File: config.mk
export PLATFORM = sky130hd
export DESIGN_NAME = serial_max_select
export DESIGN_NICKNAME = d
export VERILOG_FILES = /design/src/rtl/serial_max_select.sv
export SDC_FILE = /design/constraint.sdc
export NUM_CORES = 1
export LEC_CHECK = 0
export CAP_MARGIN = 5
export CORE_ASPECT_RATIO = 0.7
export CORE_MARGIN = 2
export CORE_UTILIZATION = 36
export CTS_CLUSTER_DIAMETER = 60
export DETAILED_ROUTE_END_ITERATION = 16
export DONT_BUFFER_PORTS = 1
export GPL_TIMING_DRIVEN = 1
export PLACE_DENSITY = 0.57
export SLEW_MARGIN = 20
export SYNTH_ARGS = -nofsm -noshare
export SYNTH_HDL_FRONTEND = slang
export SYNTH_SLANG_ARGS = --single-unit
File: constraint.sdc
create_clock -name clk -period 3.82 [get_ports clk]
set_clock_uncertainty 0.05 [all_clocks]
set_input_delay 0.573 -clock clk [delete_from_list [all_inputs] [get_ports clk]]
set_output_delay 0.573 -clock clk [all_outputs]
set_load 0.005 [all_outputs]
File: src/rtl/serial_max_select.sv
// Digit-serial MSB-first unsigned max selector with a fixed, data-independent latency of WIDTH/DIGIT+1 cycles.
// Optional out_min port enabled by defining SERIAL_MAX_SELECT_MIN_OUT_EN.
module serial_max_select #(
    parameter int WIDTH = 32,
    parameter int DIGIT = 1
) (
    input  logic             clk,
    input  logic             rst,
    input  logic             in_valid,
    output logic             in_ready,
    input  logic [WIDTH-1:0] in_a,
    input  logic [WIDTH-1:0] in_b,
    output logic             out_valid,
    input  logic             out_ready,
    output logic [WIDTH-1:0] out_max,
`ifdef SERIAL_MAX_SELECT_MIN_OUT_EN
    output logic [WIDTH-1:0] out_min,
`endif
    output logic             out_a_gt
);

    localparam int NDIG = WIDTH / DIGIT;
    localparam int CW   = $clog2(NDIG + 1);
    localparam logic [CW-1:0] LAST = CW'(NDIG);

    generate
        if ((DIGIT < 1) || (WIDTH % DIGIT != 0)) begin : g_bad_digit
            $error("serial_max_select: DIGIT must divide WIDTH");
        end
    endgenerate

    typedef enum logic [1:0] {
        ST_IDLE,
        ST_SCAN,
        ST_DONE
    } state_t;

    typedef enum logic [1:0] {
        DEC_EQ,
        DEC_AGT,
        DEC_BGT
    } dec_t;

    state_t           state_q, state_d;
    dec_t             dec_q, dec_d;
    logic [CW-1:0]    cnt_q, cnt_d;
    logic [WIDTH-1:0] sh_a_q, sh_a_d;
    logic [WIDTH-1:0] sh_b_q, sh_b_d;
    logic [WIDTH-1:0] hold_a_q, hold_a_d;
    logic [WIDTH-1:0] hold_b_q, hold_b_d;
    logic [WIDTH-1:0] max_q, max_d;
    logic             gt_q, gt_d;
`ifdef SERIAL_MAX_SELECT_MIN_OUT_EN
    logic [WIDTH-1:0] min_q, min_d;
`endif

    logic [DIGIT-1:0] dig_a;
    logic [DIGIT-1:0] dig_b;

    assign dig_a = sh_a_q[WIDTH-1 -: DIGIT];
    assign dig_b = sh_b_q[WIDTH-1 -: DIGIT];

    always_ff @(posedge clk) begin
        if (rst) begin
            state_q  <= ST_IDLE;
            dec_q    <= DEC_EQ;
            cnt_q    <= '0;
            sh_a_q   <= '0;
            sh_b_q   <= '0;
            hold_a_q <= '0;
            hold_b_q <= '0;
            max_q    <= '0;
            gt_q     <= 1'b0;
`ifdef SERIAL_MAX_SELECT_MIN_OUT_EN
            min_q    <= '0;
`endif
        end else begin
            state_q  <= state_d;
            dec_q    <= dec_d;
            cnt_q    <= cnt_d;
            sh_a_q   <= sh_a_d;
            sh_b_q   <= sh_b_d;
            hold_a_q <= hold_a_d;
            hold_b_q <= hold_b_d;
            max_q    <= max_d;
            gt_q     <= gt_d;
`ifdef SERIAL_MAX_SELECT_MIN_OUT_EN
            min_q    <= min_d;
`endif
        end
    end

    always_comb begin
        state_d   = state_q;
        dec_d     = dec_q;
        cnt_d     = cnt_q;
        sh_a_d    = sh_a_q;
        sh_b_d    = sh_b_q;
        hold_a_d  = hold_a_q;
        hold_b_d  = hold_b_q;
        max_d     = max_q;
        gt_d      = gt_q;
`ifdef SERIAL_MAX_SELECT_MIN_OUT_EN
        min_d     = min_q;
`endif
        in_ready  = 1'b0;
        out_valid = 1'b0;

        case (state_q)
            ST_IDLE: begin
                in_ready = !rst;
                if (in_valid) begin
                    sh_a_d   = in_a;
                    sh_b_d   = in_b;
                    hold_a_d = in_a;
                    hold_b_d = in_b;
                    dec_d    = DEC_EQ;
                    cnt_d    = '0;
                    state_d  = ST_SCAN;
                end
            end

            ST_SCAN: begin
                if (cnt_q == LAST) begin
                    // All digits consumed: register the selection from the settled decision.
                    max_d   = (dec_q == DEC_AGT) ? hold_a_q : hold_b_q;
                    gt_d    = (dec_q == DEC_AGT);
`ifdef SERIAL_MAX_SELECT_MIN_OUT_EN
                    min_d   = (dec_q == DEC_AGT) ? hold_b_q : hold_a_q;
`endif
                    state_d = ST_DONE;
                end else begin
                    // First differing digit decides; later digits still shift for constant time.
                    if ((dec_q == DEC_EQ) && (dig_a != dig_b)) begin
                        dec_d = (dig_a > dig_b) ? DEC_AGT : DEC_BGT;
                    end
                    sh_a_d = sh_a_q << DIGIT;
                    sh_b_d = sh_b_q << DIGIT;
                    cnt_d  = cnt_q + 1'b1;
                end
            end

            ST_DONE: begin
                out_valid = 1'b1;
                if (out_ready) begin
                    cnt_d   = '0;
                    state_d = ST_IDLE;
                end
            end

            default: begin
                state_d = ST_IDLE;
            end
        endcase
    end

    assign out_max  = max_q;
    assign out_a_gt = gt_q;
`ifdef SERIAL_MAX_SELECT_MIN_OUT_EN
    assign out_min  = min_q;
`endif

endmodule

Yosys cells after proc, flatten, opt, wreduce, memory -nomap -nowiden
Index checks and enable logic that the tools add are counted.
{"block": "word_totals", "reg_bits": 171, "in_bits": 68, "output_inout_bits": 35, "wordCells": 55}
{"block": "classes", "addsub": 1, "magnitude_cmp": 1, "n_eq_ne": 10, "n_mux": 22, "reduce_logical": 12}
{"cell": "$mux 32", "count": 5}
{"cell": "$pmux 32 s2", "count": 2}
{"cell": "$mux 6", "count": 3}
{"cell": "$pmux 6 s3", "count": 1}
{"cell": "$mux 2", "count": 7}
{"cell": "$ne 2x2->1 const B", "count": 5}
{"cell": "$reduce_and 4->1", "count": 2}
{"cell": "$add 6x1->6 const B", "count": 1}
{"cell": "$eq 6x6->1 const B", "count": 1}
{"cell": "$pmux 2 s3", "count": 1}
{"cell": "$reduce_and 3->1", "count": 2}
{"cell": "$eq 2x1->1 const B", "count": 2}
{"cell": "$logic_not 2->1", "count": 2}
{"cell": "$pmux 2 s2", "count": 1}
{"cell": "$reduce_and 2->1", "count": 2}
{"cell": "$reduce_bool 3->1", "count": 1}
{"cell": "$eq 2x2->1 const B", "count": 1}
{"cell": "$mux 1", "count": 2}
{"cell": "$reduce_bool 2->1", "count": 1}
{"cell": "$gt 1x1->1", "count": 1}
{"cell": "$logic_and 1x1->1", "count": 1}
{"cell": "$logic_not 1->1", "count": 1}
{"cell": "$ne 1x1->1", "count": 1}

Logic depth before layout (Yosys ltp)
Gate-level depths: netlist of the first run.
{"block": "logic_depth", "ltp_word": 5, "depth_mapped": 8, "ltp_nobuf": 5}

Worst setup path after synthesis of the first run
No wires, ideal clock.
{"block": "synth_timing", "path_kind": "register to register", "from": "register sh_b_q[31]", "to": "register dec_q[0]", "setup_time_ns": 0.061, "arrival_ns": 1.722, "required_ns": 3.709, "setup_slack_ns": 1.988, "stages_incl_launch_ff": 6, "n_path_buf": 0, "period_less_slack_ns": 1.832, "cell_sequence": "dfxtp_1 -> inv_1 -> ha_1 -> or4b_1 -> a2111oi_0 -> a22o_1"}
{"block": "synth_between", "elab_chain_len": 5, "word_cells_on_any_way": 9, "cone_classes": "1 x order compare; 2 x eq/ne; 4 x mux; 2 x reduce/logical"}
{"element": "from (decl)", "line_no": "48", "rtl": "logic [WIDTH-1:0] sh_b_q, sh_b_d;"}
{"element": "from (signal assigned)", "line_no": "69", "rtl": "sh_b_q <= '0;"}
{"element": "from (signal assigned)", "line_no": "82", "rtl": "sh_b_q <= sh_b_d;"}
{"element": "$gt 1x1->1", "line_no": "135", "rtl": "dec_d = (dig_a > dig_b) ? DEC_AGT : DEC_BGT;"}
{"element": "$mux 2", "line_no": "135"}
{"element": "$mux 2", "line_no": "134", "rtl": "if ((dec_q == DEC_EQ) && (dig_a != dig_b)) begin"}
{"element": "$mux 2", "line_no": "124", "rtl": "if (cnt_q == LAST) begin"}
{"element": "$pmux 2 s2", "line_no": "109", "rtl": "case (state_q)"}
{"element": "to (signal assigned)", "line_no": "66", "rtl": "dec_q <= DEC_EQ;"}
{"element": "to (signal assigned)", "line_no": "79", "rtl": "dec_q <= dec_d;"}
{"element": "to (decl)", "line_no": "45", "rtl": "dec_t dec_q, dec_d;"}
Several ways; a longest one is shown, not always the timed one. The select of a mux whose other input is x is not followed.
A chain may end at the register's enable or synchronous reset.

Worst setup path after layout of the first run
{"block": "layout_timing", "from": "register state_q[0]", "to": "register sh_a_q[11]"}
{"block": "layout_between", "elab_chain_len": 3, "word_cells_on_any_way": 7, "cone_classes": "3 x eq/ne; 1 x mux; 3 x reduce/logical"}
{"element": "from (decl)", "line_no": "44", "rtl": "state_t state_q, state_d;"}
{"element": "from (signal assigned)", "line_no": "78", "rtl": "state_q <= state_d;"}
{"element": "$eq 2x1->1 or $logic_not 2->1 (tied branches)", "line_no": "109"}
{"element": "$ne 2x2->1 (no source line) or $reduce_bool 2->1 (tied branches)"}
{"element": "$reduce_and 3->1 (no source line)"}
{"element": "to (signal assigned)", "line_no": "68", "rtl": "sh_a_q <= '0;"}
{"element": "to (signal assigned)", "line_no": "81", "rtl": "sh_a_q <= sh_a_d;"}
{"element": "to (decl)", "line_no": "47", "rtl": "logic [WIDTH-1:0] sh_a_q, sh_a_d;"}
Several ways; a longest one is shown, not always the timed one.

==> results.py, run 1 <==
metrics = {
    "routing": {
        "via_per_inst": 5.86,
        "initialDrtViolationCount": 728,
        "vias": 6428,
        "drtAntennaViolNets": 0,
        "dr.pass1.iters": 5,
        "finalWirelength_um": 22100,
        "wl_per_cell_um": 20.1,
        "route.detailed.drc": 0,
    },
    "logic_synthesis": {
        "synth.most_common_cell": "nand2_1",
        "synth_common_cells": "nand2_1 (255), dfxtp_1 (171), clkbuf_1 (75)",
        "yosys_warnings": 0,
        "yosysTopAreaCell": "dfxtp_1",
        "synth_async_sr_flop_share": 0,
        "synth_seq_cells": 171,
        "syn_area_per_cell_um2": 8.51,
        "synth-edff-count": 0,
        "synth_flop_cell": "dfxtp_1",
        "ys_types": 44,
        "ys_top_cells_by_area": "dfxtp_1 (46%), nand2_1 (13%), a221oi_1 (7.2%), a311oi_1 (7.1%), a21oi_1 (4.5%)",
        "yosysTopAreaCellShare": 0.457,
        "synthesis.nets": 951,
        "syn-cell-area_um2": 7490,
        "synth.yosys.seq_area_share": 0.457,
        "synth_cells": 880,
    },
    "critical_path": {
        "rrSetupSlack_ns": 1.45,
        "crit_path_end_kind": "flip-flop",
        "crit_family": "flip-flops",
        "worstPathMaxFanout": 145,
        "crit_arrival_ns": 2.66,
        "worst-path-buf-inv": 1,
        "worst-r2r-cell-count": 4,
        "crit_path_cell_trace": "nor2b_4 -> buf_12 -> a221oi_1 -> a311oi_1",
        "critPathLaunchType": "flip-flop",
        "critPathKind": "flip-flop to flip-flop",
        "required_ns": 4.10,
        "cpMaxStageDelayCell": "dfxtp_1",
        "r2r-end": "sh_a_q[11]$_SDFFE_PP0P_",
        "reg2reg_from": "state_q[0]$_SDFFE_PP0P_",
        "cpPeakStageDelay_ns": 0.56,
    },
    "sta": {
        "period_needed_ns": 2.37,
        "clock.fmax_mhz": 422,
        "setup_viol": 0,
        "fin_crit_sh": 0.621,
        "hold_viol": 0,
        "max_slew_margin": 0.446,
        "worst_pin_slew_ns": 0.831,
        "drv_slew": 0,
        "rsz0062_at_grt": "false",
        "setup_tns_ns": 0,
    },
    "clocking": {
        "cts_buffers": 17,
        "clkLatencyLatePin_ns": 0.42,
        "ctsHoldBuffers": 0,
        "cts_buffer_depth": 2,
        "clockRootBuffer": "clkbuf_16",
        "htreeDepth": 4,
        "postCtsResizedCells": 0,
        "path_clk_slew_ns": 0.07,
        "cts_setup_buffers": 0,
        "cts.sinks": 171,
        "cts_tree": "built",
    },
    "global_routing": {
        "grt_use_total": 0.197,
        "grt_pass1_vias": 5860,
        "grt_pass1_wl_um": 34400,
        "grt_start_max_net_pins": 177,
        "grt-ovfl-total": 0,
        "antenna_found_initial": 0,
    },
    "floorplanning": {
        "die_y_um": 125,
        "die_w_um": 176,
        "pin_count": 103,
        "core_um2": 20600,
        "design.die.area_um2": 22000,
        "start_util": 0.364,
        "fp-row-count": 44,
    },
    "worst_hold_path": {
        "min_to": "state_q[1]$_SDFFE_PP0P_",
        "hp-start": "rst",
        "holdPathStages": 1,
        "min_path_type": "input port to flip-flop",
    },
    "cells_and_area": {
        "antennaDiodeCount": 0,
        "final_nets": 878,
        "fin_area_um2": 8160,
        "drive_gt1_frac": 0.0707,
        "final_util": 0.396,
        "final_cells": 1096,
        "area_growth_pct": 8.90,
    },
    "placement": {
        "finalWeightedCongestion": 0.765,
        "place_area_um2": 7530,
        "dp_hpwl_um": 13000,
        "port_buffers": 0,
        "placed_cells": 1064,
    },
    "outcome": {
        "outcome": "complete, no violations",
    },
    "job": {
        "maxCapViolations": 0,
    },
    "pwr": {
        "leakagePower_uw": 0.00267,
        "cellPowerDensity_nw_per_um2": 549,
        "irDropWorstVdd_mv": 0.288,
    },
}
worst max path at each step:
| stage | startpoint | endpoint | slack, ns | depth (start not counted) |
|---|---|---|---|---|
| after floorplan | sh_b_q[31]$_SDFFE_PP0P_ | dec_q[0]$_SDFFE_PP0P_ | 1.99 | 5 |
| after CTS | state_q[0]$_SDFFE_PP0P_ | sh_b_q[30]$_SDFFE_PP0P_ | 1.49 | 4 |
| after global routing | state_q[0]$_SDFFE_PP0P_ | sh_a_q[22]$_SDFFE_PP0P_ | 1.27 | 4 |
| after detailed placement | state_q[0]$_SDFFE_PP0P_ | sh_b_q[30]$_SDFFE_PP0P_ | 1.51 | 4 |
| after global placement | cnt_q[0]$_SDFFE_PP0P_ | cnt_q[5]$_SDFFE_PP0P_ | 1.54 | 6 |
| final | state_q[0]$_SDFFE_PP0P_ | sh_a_q[11]$_SDFFE_PP0P_ | 1.45 | 4 |
logic make-up (layout without fill, tap and decap cells):
kind of cell    Yosys count  after routing  synth area share
compound gates          275            275             0.272
fa+ha+maj                 3              3           0.00501
buf+inv                 112             52            0.0666
flops                   171            171             0.457
mux                      33             33            0.0441
simple gates            286            286             0.155
power by group:
group | switching, µW | internal (µW) | leakage [µW]
combinational | 369 | 217 | 0.000960
clock | 762 | 1120 | 0.000305
sequential | 81.1 | 1930 | 0.00140
total | 1210 | 3270 | 0.00267
worst reg2reg max path, cell delays in order (launching register included):
cell      delay (ns)
dfxtp_1         0.56
nor2b_4         0.54
buf_12          0.53
a221oi_1        0.29
a311oi_1        0.30
state kept, by name, indices dropped and copies added (netlist names):
signal	count
hold_a_q	32
hold_b_q	32
out_max	32
sh_a_q	32
sh_b_q	32
cnt_q	6
dec_q	2
state_q	2
out_a_gt	1
area by class of cell:
type                            instances  area (µm²)
Fill cell                            2150       12400
Multi-Input combinational cell        597        3610
Sequential cell                       171        3420
Clock buffer                           19         443
Tap cell                              276         345
Clock inverter                         13         189
Timing Repair Buffer                   14         130
Inverter                                6        22.5
layer usage:
layer | global-route usage | routed length (µm)
met5 | 0 | 0
met4 | 0.0384 | 123
met3 | 0.0687 | 1870
met2 | 0.290 | 9950
met1 | 0.277 | 10100
through the flow:
step | setup slack, ns | hold WS (ns) | power [µW]
after global routing | 1.27 | 0.155 | 4670
after CTS | 1.49 | 0.159 | 4520
final | 1.45 | 0.184 | 4480
after floorplan | 1.99 | 0.386 | 2530
after global placement | 1.54 | 0.388 | 2630
after detailed placement | 1.51 | 0.391 | 2630
layout by cell type (no fill, tap or decap), types with 3 or more instances in the layout:
| master | n |
|---|---|
| nand2_1 | 255 |
| dfxtp_1 | 171 |
| a21oi_1 | 67 |
| a221oi_1 | 62 |
| a311oi_1 | 61 |
| mux2i_1 | 33 |
| a31oi_1 | 33 |
| a211oi_1 | 33 |
| clkbuf_16 | 17 |
| buf_4 | 12 |
| inv_1 | 6 |
| nand3b_1 | 4 |
| nand2b_1 | 4 |
| nand3_1 | 4 |
| bufinv_16 | 4 |
| inv_6 | 4 |
| nor2b_4 | 3 |
| ha_1 | 3 |
(Power assumes the default switching activity.)
==> inputs of run 2 (changes only) <==
==> constraint.sdc (replaced) <==
create_clock -name clk -period 2.4 [get_ports clk]
set_clock_uncertainty 0.05 [all_clocks]
set_input_delay 0.36 -clock clk [delete_from_list [all_inputs] [get_ports clk]]
set_output_delay 0.36 -clock clk [all_outputs]
set_load 0.005 [all_outputs]
==> run 2 against run 1 <==
  * Cell area grew 12%
  * Count of clock-buffer cells in the layout is the same
  * Die area is the same
  * Critical path type unchanged
==> results.py, run 2 (synthesis gave the netlist of run 1 again) <==
metrics = {
    "placement": {
        "finalWeightedCongestion": 0.753,
        "placed_cells": 1078,
        "place_area_um2": 7690,
        "port_buffers": 0,
        "post-place-ws_ns": 0.388,
        "dp_hpwl_um": 13500,
    },
    "job": {
        "maxCapViolations": 0,
    },
    "clocking": {
        "cts.sinks": 171,
        "htreeDepth": 4,
        "cts_buffer_depth": 2,
        "cts_buffers": 17,
        "path_clk_slew_ns": 0.07,
        "cts_tree": "built",
        "clkLatencyLatePin_ns": 0.44,
        "clockRootBuffer": "clkbuf_16",
    },
    "cells_and_area": {
        "fill_cells": 1996,
        "final_cells": 1190,
        "fin_area_um2": 9120,
        "final_common_cell": "nand2_1",
        "final_nets": 972,
        "final_cell_mix": "nand2_1 (255), dfxtp_1 (170), dlygate4sd3_1 (78)",
        "final_util": 0.443,
        "area_growth_pct": 21.8,
        "drive_gt1_frac": 0.0842,
        "antennaDiodeCount": 0,
    },
    "routing": {
        "via_per_inst": 5.78,
        "wl_per_cell_um": 19.4,
        "finalWirelength_um": 23100,
        "drtAntennaViolNets": 0,
        "dr.pass1.iters": 5,
        "route.detailed.drc": 0,
        "initialDrtViolationCount": 625,
        "vias": 6875,
    },
    "worst_hold_path": {
        "min_path_type": "input port to flip-flop",
    },
    "sta": {
        "rsz0062_at_grt": "true",
        "fin_crit_sh": 0.990,
        "fin_ws_ns": 0.0246,
        "worst_pin_slew_ns": 0.645,
        "hold_viol": 0,
        "max_slew_margin": 0.559,
        "drv_slew": 0,
        "setup_viol": 0,
        "period_needed_ns": 2.38,
        "clock.fmax_mhz": 421,
    },
    "pwr": {
        "seqPwrFrac": 0.448,
        "pwr-share-comb": 0.164,
        "leakagePower_uw": 0.00321,
        "cellPowerDensity_nw_per_um2": 783,
        "power.switching_uw": 1990,
        "p_int_uw": 5150,
        "irDropWorstVdd_mv": 0.563,
        "p_clk_frac": 0.388,
        "sw_frac_of_total": 0.279,
    },
    "critical_path": {
        "critPathLaunchType": "flip-flop",
        "required_ns": 2.73,
        "critPathKind": "flip-flop to flip-flop",
        "crit_arrival_ns": 2.70,
        "worstPathMaxFanout": 15,
        "crit_path_end_kind": "flip-flop",
    },
    "floorplanning": {
        "start_util": 0.364,
        "core_um2": 20600,
        "die_w_um": 176,
        "die_y_um": 125,
        "fp-row-count": 44,
        "design.die.area_um2": 22000,
        "pin_count": 103,
    },
    "outcome": {
        "outcome": "complete, no violations",
    },
    "global_routing": {
        "antenna_found_initial": 1,
        "grt_use_total": 0.210,
        "grt_pass1_vias": 6462,
        "grt_start_max_net_pins": 104,
        "grt_pass1_wl_um": 36600,
        "grt-ovfl-total": 0,
    },
}
[run 2: routing by layer]
metal  vias to the layer above  routed length [µm]  GRT usage
met1                      3354               10400      0.281
li1                       3286                   -          -
met3                        14                2080     0.0751
met5                         -                   0          0
met2                       221               10400      0.321
met4                         0                 177     0.0525
[run 2: metrics by stage]
| stage | total power (µW) | hold WS (ns) | TNS (ns) |
|---|---|---|---|
| floorplan | 4030 | 0.386 | 0 |
| global placement | 4230 | 0.386 | 0 |
| detailed placement | 4240 | 0.390 | 0 |
| CTS | 7160 | 0.000646 | 0 |
| global route | 7470 | 0.00500 | -0.567 |
| finish | 7140 | 0.0119 | 0 |
[run 2: worst max-delay path, stage by stage, from the launching register on]
cell	delay [ns]
dfxtp_1	0.39
or3b_2	0.55
a22o_2	0.28
buf_4	0.21
a311oi_1	0.25
dlygate4sd3_1	0.59
[run 2: power by group through the flow]
stage	sequential (µW)	combinational, µW	clock, µW
3_3_place_gp	3260	973	0
2_1_floorplan	3220	809	0
3_5_place_dp	3260	979	0
4_1_cts	3200	1140	2820
5_1_grt	3230	1290	2960
6_report	3200	1170	2770
[run 2: cell type report]
class,instances,area (µm²),area share
clock buffers,19,443,0.0486
clock inverters,13,140,0.0154
inverters,6,22.5,0.00247
multi-input cells,597,3620,0.397
flip-flops and latches,171,3420,0.375
well taps,276,345,0.0379
repair buffers,108,1130,0.124
[run 2: worst paths after layout]
kind	slack, ns	end	cells past startpoint	from
hold reg to reg	0.41	hold_b_q[4]$_SDFFE_PP0P_	2	hold_b_q[4]$_SDFFE_PP0P_
hold / removal	0.01	hold_b_q[9]$_SDFFE_PP0P_	2	in_b[9]
setup / recovery	0.02	sh_b_q[20]$_SDFFE_PP0P_	5	cnt_q[3]$_SDFFE_PP0P_
setup reg to reg	0.02	sh_b_q[20]$_SDFFE_PP0P_	5	cnt_q[3]$_SDFFE_PP0P_
[run 2: repair_timing]
item / 4_1_cts / 5_1_grt
setup endpoints to repair: 0 / 22
hold buffers: 78 / 1
setup buffers: 0 / 1
resized for setup: 0 / 7
hold endpoints to repair: 164 / 1
==> inputs of run 3 (changes only) <==
--- a/config.mk
+++ b/config.mk
@@ -6,7 +6,6 @@
 export NUM_CORES = 1
 export LEC_CHECK = 0
 export CAP_MARGIN = 5
-export CORE_ASPECT_RATIO = 0.7
 export CORE_MARGIN = 2
 export CORE_UTILIZATION = 36
 export CTS_CLUSTER_DIAMETER = 60
==> run 3 against run 2 <==
  * Critical path depth stayed put
  * Core utilization is 0.62 points higher
  * Combinational power hardly changed
  * Total power is 3.1% higher
  * Via count is 1.7% lower
  * Routed wire length is 0.14% higher
  * Critical path type unchanged
  * Largest cell class unchanged
==> results.py, run 3 (synthesis gave the netlist of run 1 again) <==
metrics = {
    "floorplanning": {
        "start_util": 0.369,
        "fp-row-count": 52,
        "pin_count": 103,
        "die_y_um": 148,
        "die_w_um": 148,
        "core_um2": 20300,
        "design.die.area_um2": 22000,
    },
    "placement": {
        "dp_hpwl_um": 13100,
        "port_buffers": 0,
        "finalWeightedCongestion": 0.753,
        "place_area_um2": 7650,
    },
    "sta": {
        "drv_slew": 0,
        "setup_viol": 0,
        "fin_crit_sh": 0.946,
        "rsz0062_at_grt": "false",
        "clock.fmax_mhz": 441,
        "worst_pin_slew_ns": 0.589,
        "period_needed_ns": 2.27,
        "hold_viol": 0,
        "setup_tns_ns": 0,
        "max_slew_margin": 0.597,
    },
    "routing": {
        "via_per_inst": 5.76,
        "wl_per_cell_um": 19.7,
        "finalWirelength_um": 23100,
        "dr.pass1.iters": 5,
        "vias": 6757,
        "drtAntennaViolNets": 0,
        "initialDrtViolationCount": 461,
        "route.detailed.drc": 0,
    },
    "critical_path": {
        "critPathLaunchType": "flip-flop",
        "worstPathMaxFanout": 45,
        "worst-r2r-cell-count": 5,
        "r2r-end": "sh_b_q[14]$_SDFFE_PP0P_",
        "crit_arrival_ns": 2.59,
        "rrSetupSlack_ns": 0.13,
        "reg2reg_from": "cnt_q[3]$_SDFFE_PP0P_",
        "required_ns": 2.72,
        "critPathKind": "flip-flop to flip-flop",
        "crit_path_end_kind": "flip-flop",
    },
    "cells_and_area": {
        "fin_area_um2": 9120,
        "final_common_cell": "nand2_1",
        "final_nets": 961,
        "drive_gt1_frac": 0.0808,
        "area_growth_pct": 21.7,
        "final_cell_mix": "nand2_1 (255), dfxtp_1 (169), dlygate4sd3_1 (73)",
        "antennaDiodeCount": 0,
    },
    "pwr": {
        "pwr-share-comb": 0.158,
        "power.switching_uw": 1950,
        "sw_frac_of_total": 0.265,
        "cellPowerDensity_nw_per_um2": 807,
        "seqPwrFrac": 0.436,
        "irDropWorstVdd_mv": 0.478,
        "p_int_uw": 5410,
        "leakagePower_uw": 0.00321,
        "p_clk_frac": 0.406,
    },
    "job": {
        "maxCapViolations": 0,
    },
    "global_routing": {
        "grt_pass1_wl_um": 36600,
        "grt_start_max_net_pins": 104,
        "grt_use_total": 0.209,
        "grt_pass1_vias": 6788,
        "antenna_found_initial": 0,
        "grt-ovfl-total": 0,
    },
    "clocking": {
        "cts_buffers": 17,
        "htreeDepth": 4,
        "clkLatencyLatePin_ns": 0.43,
        "path_clk_slew_ns": 0.07,
        "clockRootBuffer": "clkbuf_16",
        "cts_buffer_depth": 2,
        "cts_tree": "built",
        "cts.sinks": 171,
    },
    "worst_hold_path": {
        "min_path_type": "input port to flip-flop",
        "holdPathStages": 2,
        "hp-start": "in_a[20]",
        "min_to": "hold_a_q[20]$_SDFFE_PP0P_",
    },
    "outcome": {
        "outcome": "complete, no violations",
    },
}
run 3: cell count changes in the layout (fill, tap and decap cells not counted), sizes merged:
cell         delta
dlygate4sd3     -5
bufinv          +2
inv             -3
clkinvlp        -2
buf             -6
clkinv          +1
clkbuf          +2
run 3: critical path: stages (launching register included):
cell and delay [ns]:
dfxtp_1 0.38, or3b_4 0.45, a22o_2 0.27, buf_12 0.20, a311oi_1 0.25, dlygate4sd3_1 0.59
run 3: worst max-delay path by stage:
stage	startpoint	end	slack [ns]	cells past startpoint
3_3_place_gp	sh_b_q[31]$_SDFFE_PP0P_	dec_q[1]$_SDFFE_PP0P_	0.51	5
4_1_cts	state_q[1]$_SDFFE_PP0P_	hold_b_q[15]$_SDFFE_PP0P_	0.03	5
3_5_place_dp	sh_b_q[31]$_SDFFE_PP0P_	dec_q[1]$_SDFFE_PP0P_	0.43	5
6_report	cnt_q[3]$_SDFFE_PP0P_	sh_b_q[14]$_SDFFE_PP0P_	0.13	5
5_1_grt	state_q[1]$_SDFFE_PP0P_	sh_b_q[15]$_SDFFE_PP0P_	0.01	5
2_1_floorplan	sh_b_q[31]$_SDFFE_PP0P_	dec_q[0]$_SDFFE_PP0P_	0.57	5
run 3: metrics by stage:
step / total power (µW) / util / hold slack [ns] / setup slack [ns] / std cells
6_report: 7360 / 0.449 / 0.0151 / 0.130 / 1173
5_1_grt: 7650 / 0.449 / 0.00312 / 0.0114 / 1173
4_1_cts: 7370 / 0.445 / 0.000185 / 0.0275 / 1170
3_5_place_dp: 4240 / 0.377 / 0.392 / 0.432 / 1065
3_3_place_gp: 4230 / 0.377 / 0.387 / 0.505 / 1065
2_1_floorplan: 4030 / - / 0.386 / 0.568 / 880
run 3: power by group through the flow:
stage	Combinational, µW	Sequential, µW	Clock (µW)
final	1160	3210	2990
after CTS	1130	3210	3040
after detailed placement	969	3270	0
after global routing	1280	3230	3140
after global placement	958	3270	0
after floorplan	809	3220	0
run 3: what timing repair did:
item	4_1_cts	5_1_grt
hold buffers	73	1
setup endpoints to repair	0	41
gates resized for setup	0	11
endpoints found under the hold margin	164	1
setup buffers	0	2
run 3: layout make-up:
type | instances | area (µm²)
Clock buffer | 21 | 470
Clock inverter | 11 | 165
Fill cell | 2007 | 11200
Inverter | 6 | 22.5
Multi-Input combinational cell | 597 | 3630
Sequential cell | 171 | 3430
Tap cell | 270 | 338
Timing Repair Buffer | 97 | 1070
run 3: routing by layer:
metal	up-vias	global-route usage	wire, µm
met5	-	0	0
met4	0	0.0633	376
met3	28	0.0788	1900
met2	200	0.356	11400
met1	3284	0.246	9480
li1	3245	-	-
